`src/rtl/rtc_bus_pkg.sv`:
```
// Shared constants for the RTC bus sequencer: sweep register table, FSM
// state encoding and transaction op types.
package rtc_bus_pkg;

  localparam int SWEEP_LEN = 9;

  // year, month, day, hour, min, sec, timer h, timer m, timer s
  localparam logic [7:0] SWEEP_ADDR [0:SWEEP_LEN-1] = '{
    8'h26, 8'h25, 8'h24, 8'h23, 8'h22, 8'h21, 8'h43, 8'h42, 8'h41
  };

  localparam logic [2:0] ST_IDLE = 3'd0;
  localparam logic [2:0] ST_ADDR = 3'd1;
  localparam logic [2:0] ST_GAP  = 3'd2;
  localparam logic [2:0] ST_DATA = 3'd3;
  localparam logic [2:0] ST_REC  = 3'd4;

  localparam logic OP_WRITE = 1'b0;
  localparam logic OP_READ  = 1'b1;

  function automatic logic [7:0] sweep_addr(input logic [3:0] slot);
    if (int'(slot) < SWEEP_LEN) return SWEEP_ADDR[slot];
    return 8'h00;
  endfunction

endpackage

```
`src/rtl/rtc_refresh_timer.sv`:
```
// Free-running refresh counter; tick is high for the single cycle at which
// the count wraps from REFRESH_CYC-1 back to zero.
module rtc_refresh_timer #(
  parameter int REFRESH_CYC = 1000000
) (
  input  logic clk,
  input  logic reset,
  output logic tick
);

  localparam int CW = $clog2(REFRESH_CYC);
  localparam logic [CW-1:0] CNT_LAST = CW'(REFRESH_CYC - 1);

  logic [CW-1:0] cnt;

  always_ff @(posedge clk or posedge reset) begin
    if (reset) begin
      cnt <= '0;
    end else if (cnt == CNT_LAST) begin
      cnt <= '0;
    end else begin
      cnt <= cnt + CW'(1);
    end
  end

  assign tick = (cnt == CNT_LAST);

endmodule

```
`src/rtl/rtc_bus_sequencer.sv`:
```
// Owns the RTC chip's multiplexed A/D bus: runs one write or one sweep read
// per transaction (ADDR, GAP, DATA, REC phases), writes taking priority.
module rtc_bus_sequencer
  import rtc_bus_pkg::*;
#(
  parameter int T_PHASE     = 10,
  parameter int REFRESH_CYC = 1000000
) (
  input  logic       clk,
  input  logic       reset,
  input  logic       wr_req,
  input  logic [7:0] wr_addr,
  input  logic [7:0] wr_data,
  output logic       wr_ack,
  output logic       rd_valid,
  output logic [3:0] rd_index,
  output logic [7:0] rd_data,
  output logic       sweep_done,
  output logic       busy,
  output logic       rtc_cs_n,
  output logic       rtc_rd_n,
  output logic       rtc_wr_n,
  output logic       rtc_ad,
  output logic [7:0] ad_out,
  output logic       ad_oe,
  input  logic [7:0] ad_in
);

  localparam logic [7:0] PH_LAST   = 8'(T_PHASE - 1);
  localparam logic [3:0] SLOT_LAST = 4'(SWEEP_LEN - 1);

  logic [2:0] state, state_nxt;
  logic [7:0] phase, phase_nxt;
  logic       op, op_nxt;
  logic [7:0] addr_q, addr_nxt;
  logic [7:0] data_q, data_nxt;
  logic [7:0] rd_byte;
  logic [3:0] slot;
  logic       sweep_pending;
  logic       tick;
  logic       phase_end, last_rec, last_read, sweep_end;
  logic       cs_d, rd_d, wr_d, ad_d, oe_d;
  logic [7:0] out_d;

  rtc_refresh_timer #(.REFRESH_CYC(REFRESH_CYC)) u_timer (
    .clk   (clk),
    .reset (reset),
    .tick  (tick)
  );

  assign phase_end = (phase == PH_LAST);
  assign last_rec  = (state == ST_REC) && phase_end;
  assign last_read = last_rec && (op == OP_READ);
  assign sweep_end = last_read && (slot == SLOT_LAST);

  always_comb begin
    state_nxt = state;
    phase_nxt = phase;
    op_nxt    = op;
    addr_nxt  = addr_q;
    data_nxt  = data_q;
    case (state)
      ST_IDLE: begin
        phase_nxt = '0;
        if (wr_req) begin
          state_nxt = ST_ADDR;
          op_nxt    = OP_WRITE;
          addr_nxt  = wr_addr;
          data_nxt  = wr_data;
        end else if (sweep_pending) begin
          state_nxt = ST_ADDR;
          op_nxt    = OP_READ;
          addr_nxt  = sweep_addr(slot);
        end
      end
      ST_ADDR, ST_GAP, ST_DATA, ST_REC: begin
        if (phase_end) begin
          phase_nxt = '0;
          case (state)
            ST_ADDR: state_nxt = ST_GAP;
            ST_GAP:  state_nxt = ST_DATA;
            ST_DATA: state_nxt = ST_REC;
            default: state_nxt = ST_IDLE;
          endcase
        end else begin
          phase_nxt = phase + 8'd1;
        end
      end
      default: begin
        state_nxt = ST_IDLE;
        phase_nxt = '0;
      end
    endcase
  end

  // Pin values are decoded from the next state so the strobes come straight
  // out of flops and cannot glitch at the chip.
  always_comb begin
    cs_d  = 1'b1;
    rd_d  = 1'b1;
    wr_d  = 1'b1;
    ad_d  = 1'b0;
    oe_d  = 1'b0;
    out_d = 8'h00;
    case (state_nxt)
      ST_ADDR: begin
        cs_d  = 1'b0;
        wr_d  = 1'b0;
        oe_d  = 1'b1;
        out_d = addr_nxt;
      end
      ST_DATA: begin
        cs_d = 1'b0;
        ad_d = 1'b1;
        if (op_nxt == OP_WRITE) begin
          wr_d  = 1'b0;
          oe_d  = 1'b1;
          out_d = data_nxt;
        end else begin
          rd_d = 1'b0;
        end
      end
      default: ;
    endcase
  end

  always_ff @(posedge clk or posedge reset) begin
    if (reset) begin
      state         <= ST_IDLE;
      phase         <= '0;
      op            <= OP_WRITE;
      addr_q        <= '0;
      data_q        <= '0;
      rd_byte       <= '0;
      slot          <= '0;
      sweep_pending <= 1'b0;
      wr_ack        <= 1'b0;
      rd_valid      <= 1'b0;
      rd_index      <= '0;
      rd_data       <= '0;
      sweep_done    <= 1'b0;
      busy          <= 1'b0;
      rtc_cs_n      <= 1'b1;
      rtc_rd_n      <= 1'b1;
      rtc_wr_n      <= 1'b1;
      rtc_ad        <= 1'b0;
      ad_out        <= '0;
      ad_oe         <= 1'b0;
    end else begin
      state    <= state_nxt;
      phase    <= phase_nxt;
      op       <= op_nxt;
      addr_q   <= addr_nxt;
      data_q   <= data_nxt;
      busy     <= (state_nxt != ST_IDLE);
      rtc_cs_n <= cs_d;
      rtc_rd_n <= rd_d;
      rtc_wr_n <= wr_d;
      rtc_ad   <= ad_d;
      ad_oe    <= oe_d;
      ad_out   <= out_d;

      // Read data is taken on the final DATA cycle, when the chip has had the
      // longest time to drive AD.
      if ((state == ST_DATA) && phase_end && (op == OP_READ)) begin
        rd_byte <= ad_in;
      end

      wr_ack     <= last_rec && (op == OP_WRITE);
      rd_valid   <= last_read;
      sweep_done <= sweep_end;
      if (last_read) begin
        rd_index <= slot;
        rd_data  <= rd_byte;
        slot     <= (slot == SLOT_LAST) ? 4'd0 : slot + 4'd1;
      end

      // A refresh tick while a sweep is still owed is simply dropped.
      if (sweep_end) begin
        sweep_pending <= 1'b0;
      end else if (tick) begin
        sweep_pending <= 1'b1;
      end
    end
  end

endmodule

```
`config.mk`:
```
export PLATFORM = sky130hd
export DESIGN_NAME = rtc_bus_sequencer
export DESIGN_NICKNAME = d
export VERILOG_FILES = /design/src/rtl/rtc_bus_pkg.sv /design/src/rtl/rtc_refresh_timer.sv /design/src/rtl/rtc_bus_sequencer.sv
export SDC_FILE = /design/constraint.sdc
export NUM_CORES = 1
export LEC_CHECK = 0
export CORE_ASPECT_RATIO = 1.1
export CORE_UTILIZATION = 49
export DETAILED_ROUTE_END_ITERATION = 6
export PLACE_DENSITY_LB_ADDON = 0.05
export SYNTH_ARGS = -nofsm -noshare
export SYNTH_HDL_FRONTEND = slang
export SYNTH_SLANG_ARGS = --single-unit
```
`constraint.sdc`:
```
create_clock -name clk -period 2.95 [get_ports clk]
set_input_delay 0.59 -clock clk [delete_from_list [all_inputs] [get_ports clk]]
set_output_delay 0.59 -clock clk [all_outputs]
set_load 0.01 [all_outputs]
```
### Word level (Yosys, flattened, before mapping)

Memories as Yosys holds them, arrays and structs flattened.
Cells that the tools add are included.

| word-level totals | value |
|---|---|
| bits in registers | 90 |
| ROM bits | 128 |
| input bits | 27 |
| word-level logic and storage cells | 85 |
| memories | 1 |

| cells by class | value |
|---|---|
| add/subtract/negate cells | 3 |
| $lt $le $gt $ge | 2 |
| eq/ne operators | 9 |
| mux-type cells | 36 |
| bitwise gates (word level) | 2 |
| reduce and logical (&&, ||, !) cells | 11 |

Memories:

| name | words | width | rd ports | clocked after memory_dff | write ports | line | text |
|---|---|---|---|---|---|---|---|
| (name not given) | 16 | 8 | 1 | 0 | 0 | rtc_bus_pkg.sv:22 | `if (int'(slot) < SWEEP_LEN) return SWEEP_ADDR[slot];` |

Operators by type and width:

| cell | count |
|---|---|
| 2-to-1 mux 8 bit | 12 |
| adder 20 x 1 -> 20 bit (second input constant) | 1 |
| equality test 20 bit (second input constant) | 1 |
| 2-to-1 mux 20 bit | 1 |
| one-hot mux 8 bit (2 select lines) | 1 |
| 2-to-1 mux 1 bit | 14 |
| equality test 3 x 2 -> 1 bit (second input constant) | 3 |
| 2-to-1 mux 3 bit | 3 |
| one-hot mux 3 bit (3 select lines) | 1 |
| adder 8 x 1 -> 8 bit (second input constant) | 1 |
| equality test 8 x 4 -> 1 bit (second input constant) | 1 |
| equality test 3 x 1 -> 1 bit (second input constant) | 2 |
| logical AND 1 bit | 6 |
| one-hot mux 3 bit (2 select lines) | 1 |
| >= comparator 5 bit (second input constant) | 1 |
| NOT 4 -> 5 bit | 1 |
| adder 4 x 1 -> 4 bit (second input constant) | 1 |
| equality test 4 bit (second input constant) | 1 |
| < comparator 4 bit (second input constant) | 1 |
| 2-to-1 mux 4 bit | 1 |
| one-hot mux 1 bit (2 select lines) | 2 |
| OR reduction 4 bit | 1 |
| equality test 3 bit (second input constant) | 1 |
| logical NOT 3 bit | 1 |
| other kinds (4) | 4 |

### Longest topological paths before layout

| depth | value |
|---|---|
| word-level depth | 10 |
| gate-level depth with buffers | 8 |

### Hierarchy

Synthesis repeated with hierarchy kept, for this count alone.

| second synthesis, totals | value |
|---|---|
| cells, all modules | 364 |
| area, all modules | 4047.6 um^2 |

Modules (own cells, without submodules):

| module | times used | cells each | area an instance (um^2) | sequential area each (um^2) |
|---|---|---|---|---|
| rtc_bus_sequencer | 1 | 268 | 3075.4 | 1755.4 |
| rtc_refresh_timer | 1 | 96 | 972.2 | 500.5 |

### Worst setup path before layout

OpenSTA, ideal clock, no wires.

| timing | value |
|---|---|
| path type | register to register |
| start point | reg phase[4] |
| end point | reg rd_index[3] |
| library setup time | 0.128 ns |
| data arrival time | 1.684 ns |
| required time | 2.822 ns |
| path slack | 1.139 ns |
| stages on the path, launching flop included | 7 |
| period minus slack after synthesis | 1.811 ns |
| path through | dfrtp_1 nor4_4 and3_1 clkbuf_2 nand4_4 buf_2 mux2_1 |

| on the way | value |
|---|---|
| word-level cells in the longest chain between the ends | 3 |

Ends and longest elaborated chain:

| element | line | text |
|---|---|---|
| start, declared | rtc_bus_sequencer.sv:33 | `logic [7:0] phase, phase_nxt;` |
| start signal, assigned | rtc_bus_sequencer.sv:151 | `phase <= phase_nxt;` |
| equality test 8 x 4 -> 1 bit | rtc_bus_sequencer.sv:51 | `assign phase_end = (phase == PH_LAST);` |
| logical AND 1 bit | rtc_bus_sequencer.sv:52 | `assign last_rec = (state == ST_REC) && phase_end;` |
| logical AND 1 bit | rtc_bus_sequencer.sv:53 | `assign last_read = last_rec && (op == OP_READ);` |
| end signal, assigned | rtc_bus_sequencer.sv:173 | `rd_index <= slot;` |
| end, declared | rtc_bus_sequencer.sv:16 | `output logic [3:0] rd_index,` |

No other way between the ends.
A chain may end at the register's enable or synchronous reset.

### Worst setup path in the final report

| timing | value |
|---|---|
| start point | in wr_req |
| end point | reg ad_out[1] |

| on the way | value |
|---|---|
| word-level cells in the longest chain between the ends | 4 |

Ends and longest elaborated chain:

| element | line | text |
|---|---|---|
| start, declared | rtc_bus_sequencer.sv:11 | `input logic wr_req,` |
| 2-to-1 mux 8 bit | rtc_bus_sequencer.sv:65 | `if (wr_req) begin` |
| 2-to-1 mux 8 bit | rtc_bus_sequencer.sv:62 | `case (state)` |
| via data_nxt[1] | rtc_bus_sequencer.sv:36 | `logic [7:0] data_q, data_nxt;` |
| 2-to-1 mux 8 bit | rtc_bus_sequencer.sv:115 | `if (op_nxt == OP_WRITE) begin` |
| one-hot mux 8 bit (2 select lines) | rtc_bus_sequencer.sv:105 | `case (state_nxt)` |
| via out_d[1] | rtc_bus_sequencer.sv:43 | `logic [7:0] out_d;` |
| end signal, assigned | rtc_bus_sequencer.sv:161 | `ad_out <= out_d;` |
| end, declared | rtc_bus_sequencer.sv:24 | `output logic [7:0] ad_out,` |

The timed path passes the listed nets, and every way through them passes these cells.

==> results.sh <==
export IMPL_cts_buffers=9
export IMPL_grt_pass1_vias=2700
export IMPL_io_pins=56
export IMPL_critPathKind="primary input to flop"
export IMPL_fin_crit_sh_pct=73.0
export IMPL_grt_pass1_wl_mm=12.9
export IMPL_tightest_slew_ns=0.774
export IMPL_hold_buffers=0
export IMPL_dp_hpwl_mm=5.12
export IMPL_r2r_end="rd_index[3]"
export IMPL_postCtsSetupBuffers=0
export IMPL_postRouteAntennaNets=0
export IMPL_antenna_found_initial=0
export IMPL_period_needed_ns=2.15
export IMPL_grt_overflow=0
export IMPL_dr_total_vias=2638
export IMPL_drt_total_wl_mm=7.37
export IMPL_first_iter_violations=87
export IMPL_finalSetupViolations=0
export IMPL_synth_seq_area_share_pct=56.4
export IMPL_synth_area_um2=4000
export IMPL_drcViolationCount=0
export IMPL_final_nets=433
export IMPL_synthCells=340
export IMPL_synth_warnings=0
export IMPL_reg2reg_depth=4
export IMPL_synth_cell_types=50
export IMPL_wl_per_cell_um=14.4
export IMPL_status="complete, no violations"
export IMPL_die_h_um=96.8
export IMPL_holdPathEnd="rd_index[2]"
export IMPL_placed_area_um2=4660
export IMPL_synth_main_ff_cell="dfrtp_1"
export IMPL_finalInstanceArea_um2=4890
export IMPL_whs_path_depth=2
export IMPL_cts_tree="yes"
export IMPL_grt_max_degree=54
export IMPL_drv_slew=0
export IMPL_regToRegStartpoint="phase[4]"
export IMPL_max_vdd_ir_drop_v=0.000335
export IMPL_hold_viol_final=0
export IMPL_clk_pin_slew_ns=0.10
export IMPL_arrival_ns=2.44
export IMPL_rsz0062_at_grt="no"
export IMPL_syn_to_final_growth_pct=22.1
export IMPL_r2r_slack_ns=0.88
export IMPL_insertedDiodeCount=0
export IMPL_ctsLongestPathBuffers=2
export IMPL_synth_seq_cells=90
export IMPL_initial_core_util_pct=50.6
export IMPL_die_area_um2=8530
export IMPL_hp_class="flop to flop"
export IMPL_gp_congestion=0.787
export IMPL_min_delay_start="rd_index[2]"
export IMPL_syn_nets=375
export IMPL_coreArea_um2=7910
export IMPL_grt_use_total_pct=19.6
export IMPL_cts_sinks=90
export IMPL_synth_edf_count=0
export IMPL_nFillCells=669
export IMPL_clockRootBuffer="clkbuf_8"
export IMPL_die_x_um=88.2
export IMPL_max_slew_margin_pct=48.0
export IMPL_max_freq_mhz=464
export IMPL_syn_area_per_cell_um2=11.8
export IMPL_power_density_nw_per_um2=589
export IMPL_vias_per_cell=5.16
export IMPL_crit_path_end_kind="flop"
export IMPL_cts_resized=0
export IMPL_tns_ns=0
export IMPL_portBuffers=55
export IMPL_startpoint_type="primary input"
export IMPL_drive_gt1_share_pct=15.9
export IMPL_worst_ep_required_time_ns=3.23
export IMPL_clock_skew_ns=0.0136
export IMPL_cp_max_fo=13
export IMPL_worst_skew_pair_late_latency_ns=0.35
export IMPL_htree_levels=3
export IMPL_synthArstFlopShare_pct=100
export IMPL_maxCapViolations=0
export IMPL_num_rows=34
export IMPL_p_leak_nw=2.20
export IMPL_drt_pre_antenna_iters=4
-- how the worst max path moves through the flow --
stage | startpoint | end | slack, ns | cells past startpoint
finish | wr_req | ad_out[1] | 0.80 | 6
floorplan | reset | ad_oe | 0.03 | 1
CTS | wr_req | ad_out[2] | 0.81 | 6
detailed placement | wr_req | ad_out[3] | 0.43 | 6
global placement | wr_req | ad_out[1] | 0.47 | 6
global route | wr_req | ad_out[7] | 0.66 | 6
-- synthesized netlist by cell type (8+ instances only) --
cell,instances,area share (%)
nor2_1,27,2.5
dfrtp_1,87,54
a21oi_1,15,1.9
nand2_1,28,2.6
or3b_1,8,1.8
ha_1,8,2.5
o21ai_0,8,1.0
xnor2_1,11,2.4
inv_1,12,1.1
xor2_1,12,2.6
nand3_1,16,2.0
mux2_2,20,5.6
-- stage by stage --
step	total power, W	utilization [%]	setup WS [ns]	hold slack, ns	instances
5_1_grt	0.00305	61.8	0.657	0.511	511
6_report	0.00288	61.8	0.796	0.484	511
3_5_place_dp	0.00196	58.9	0.431	0.470	495
3_3_place_gp	0.00195	58.9	0.472	0.461	495
2_1_floorplan	0.00176	-	0.0297	0.458	340
4_1_cts	0.00291	61.8	0.810	0.493	511
-- where the power goes --
group | internal, W | switching [W]
clock | 0.000502 | 0.000444
combinational | 0.000266 | 0.000230
sequential | 0.00137 | 0.0000708
total | 0.00213 | 0.000745
-- final cells by class --
class	instances	area, µm²	share of cell area, %
clock inverters	6	90.1	1.84
clock buffers	10	138	2.82
flip-flops and latches	90	2260	46.2
multi-input cells	223	1610	32.9
repair buffers	62	616	12.6
well taps	108	135	2.76
inverters	12	46.3	0.947
-- kinds of logic after synthesis --
kind of cell,after synthesis,synth area share [%]
XOR/XNOR,23,5.03
adder cells (fa/ha/maj),8,2.50
AND/OR/NAND/NOR,123,17.4
multiplexers,30,8.88
AO/OA/AOI/OAI,39,6.32
buffers and inverters,27,3.47
flip-flops,90,56.4
-- layer usage --
metal / track usage, % / wire [µm]
met1: 27.0 / 3530
met2: 30.2 / 3480
met3: 4.95 / 264
met4: 6.33 / 85
met5: 0 / 0
-- worst max-delay path, cell delays in order --
cell and delay, ns:
clkdlybuf4s50_1 0.63, nor4b_4 0.25, buf_4 0.27, mux2_2 0.20, or3b_1 0.34, a21oi_1 0.15
-- state kept, by name (all words and copies together), names as in the netlist, 3 cells and up --
signal,count
phase,8
u_timer.cnt,20
rd_data,8
slot,4
addr_q,8
rd_byte,8
state,3
data_q,8
ad_out,8
rd_index,4
-- layout by cell type (no fill, tap or decap), types with 2 or more instances in the layout --
cell | synthesis | layout
nand4_1 | 7 | 7
xor2_1 | 12 | 12
nor2_1 | 27 | 27
o22ai_1 | 2 | 2
nand3b_1 | 5 | 5
dfstp_2 | 3 | 3
clkbuf_8 | 0 | 10
a21oi_1 | 15 | 15
nor3_1 | 6 | 6
clkinv_2 | 0 | 2
nand2_1 | 28 | 28
or3b_1 | 8 | 8
a21o_1 | 2 | 2
nand3_1 | 16 | 16
buf_4 | 0 | 6
nor2b_1 | 3 | 3
mux2_4 | 5 | 5
a22o_2 | 3 | 3
and4_1 | 3 | 3
mux2_2 | 20 | 20
nand2b_1 | 4 | 4
ha_1 | 8 | 8
mux2i_1 | 3 | 3
xnor2_1 | 11 | 11
inv_1 | 12 | 11
and3_1 | 4 | 4
o31ai_1 | 2 | 2
nor4_1 | 2 | 2
clkinv_4 | 0 | 2
o21ai_0 | 8 | 8
dfrtp_1 | 87 | 87
clkdlybuf4s50_1 | 0 | 55
bufinv_16 | 0 | 2
(Power assumes the default switching activity.)
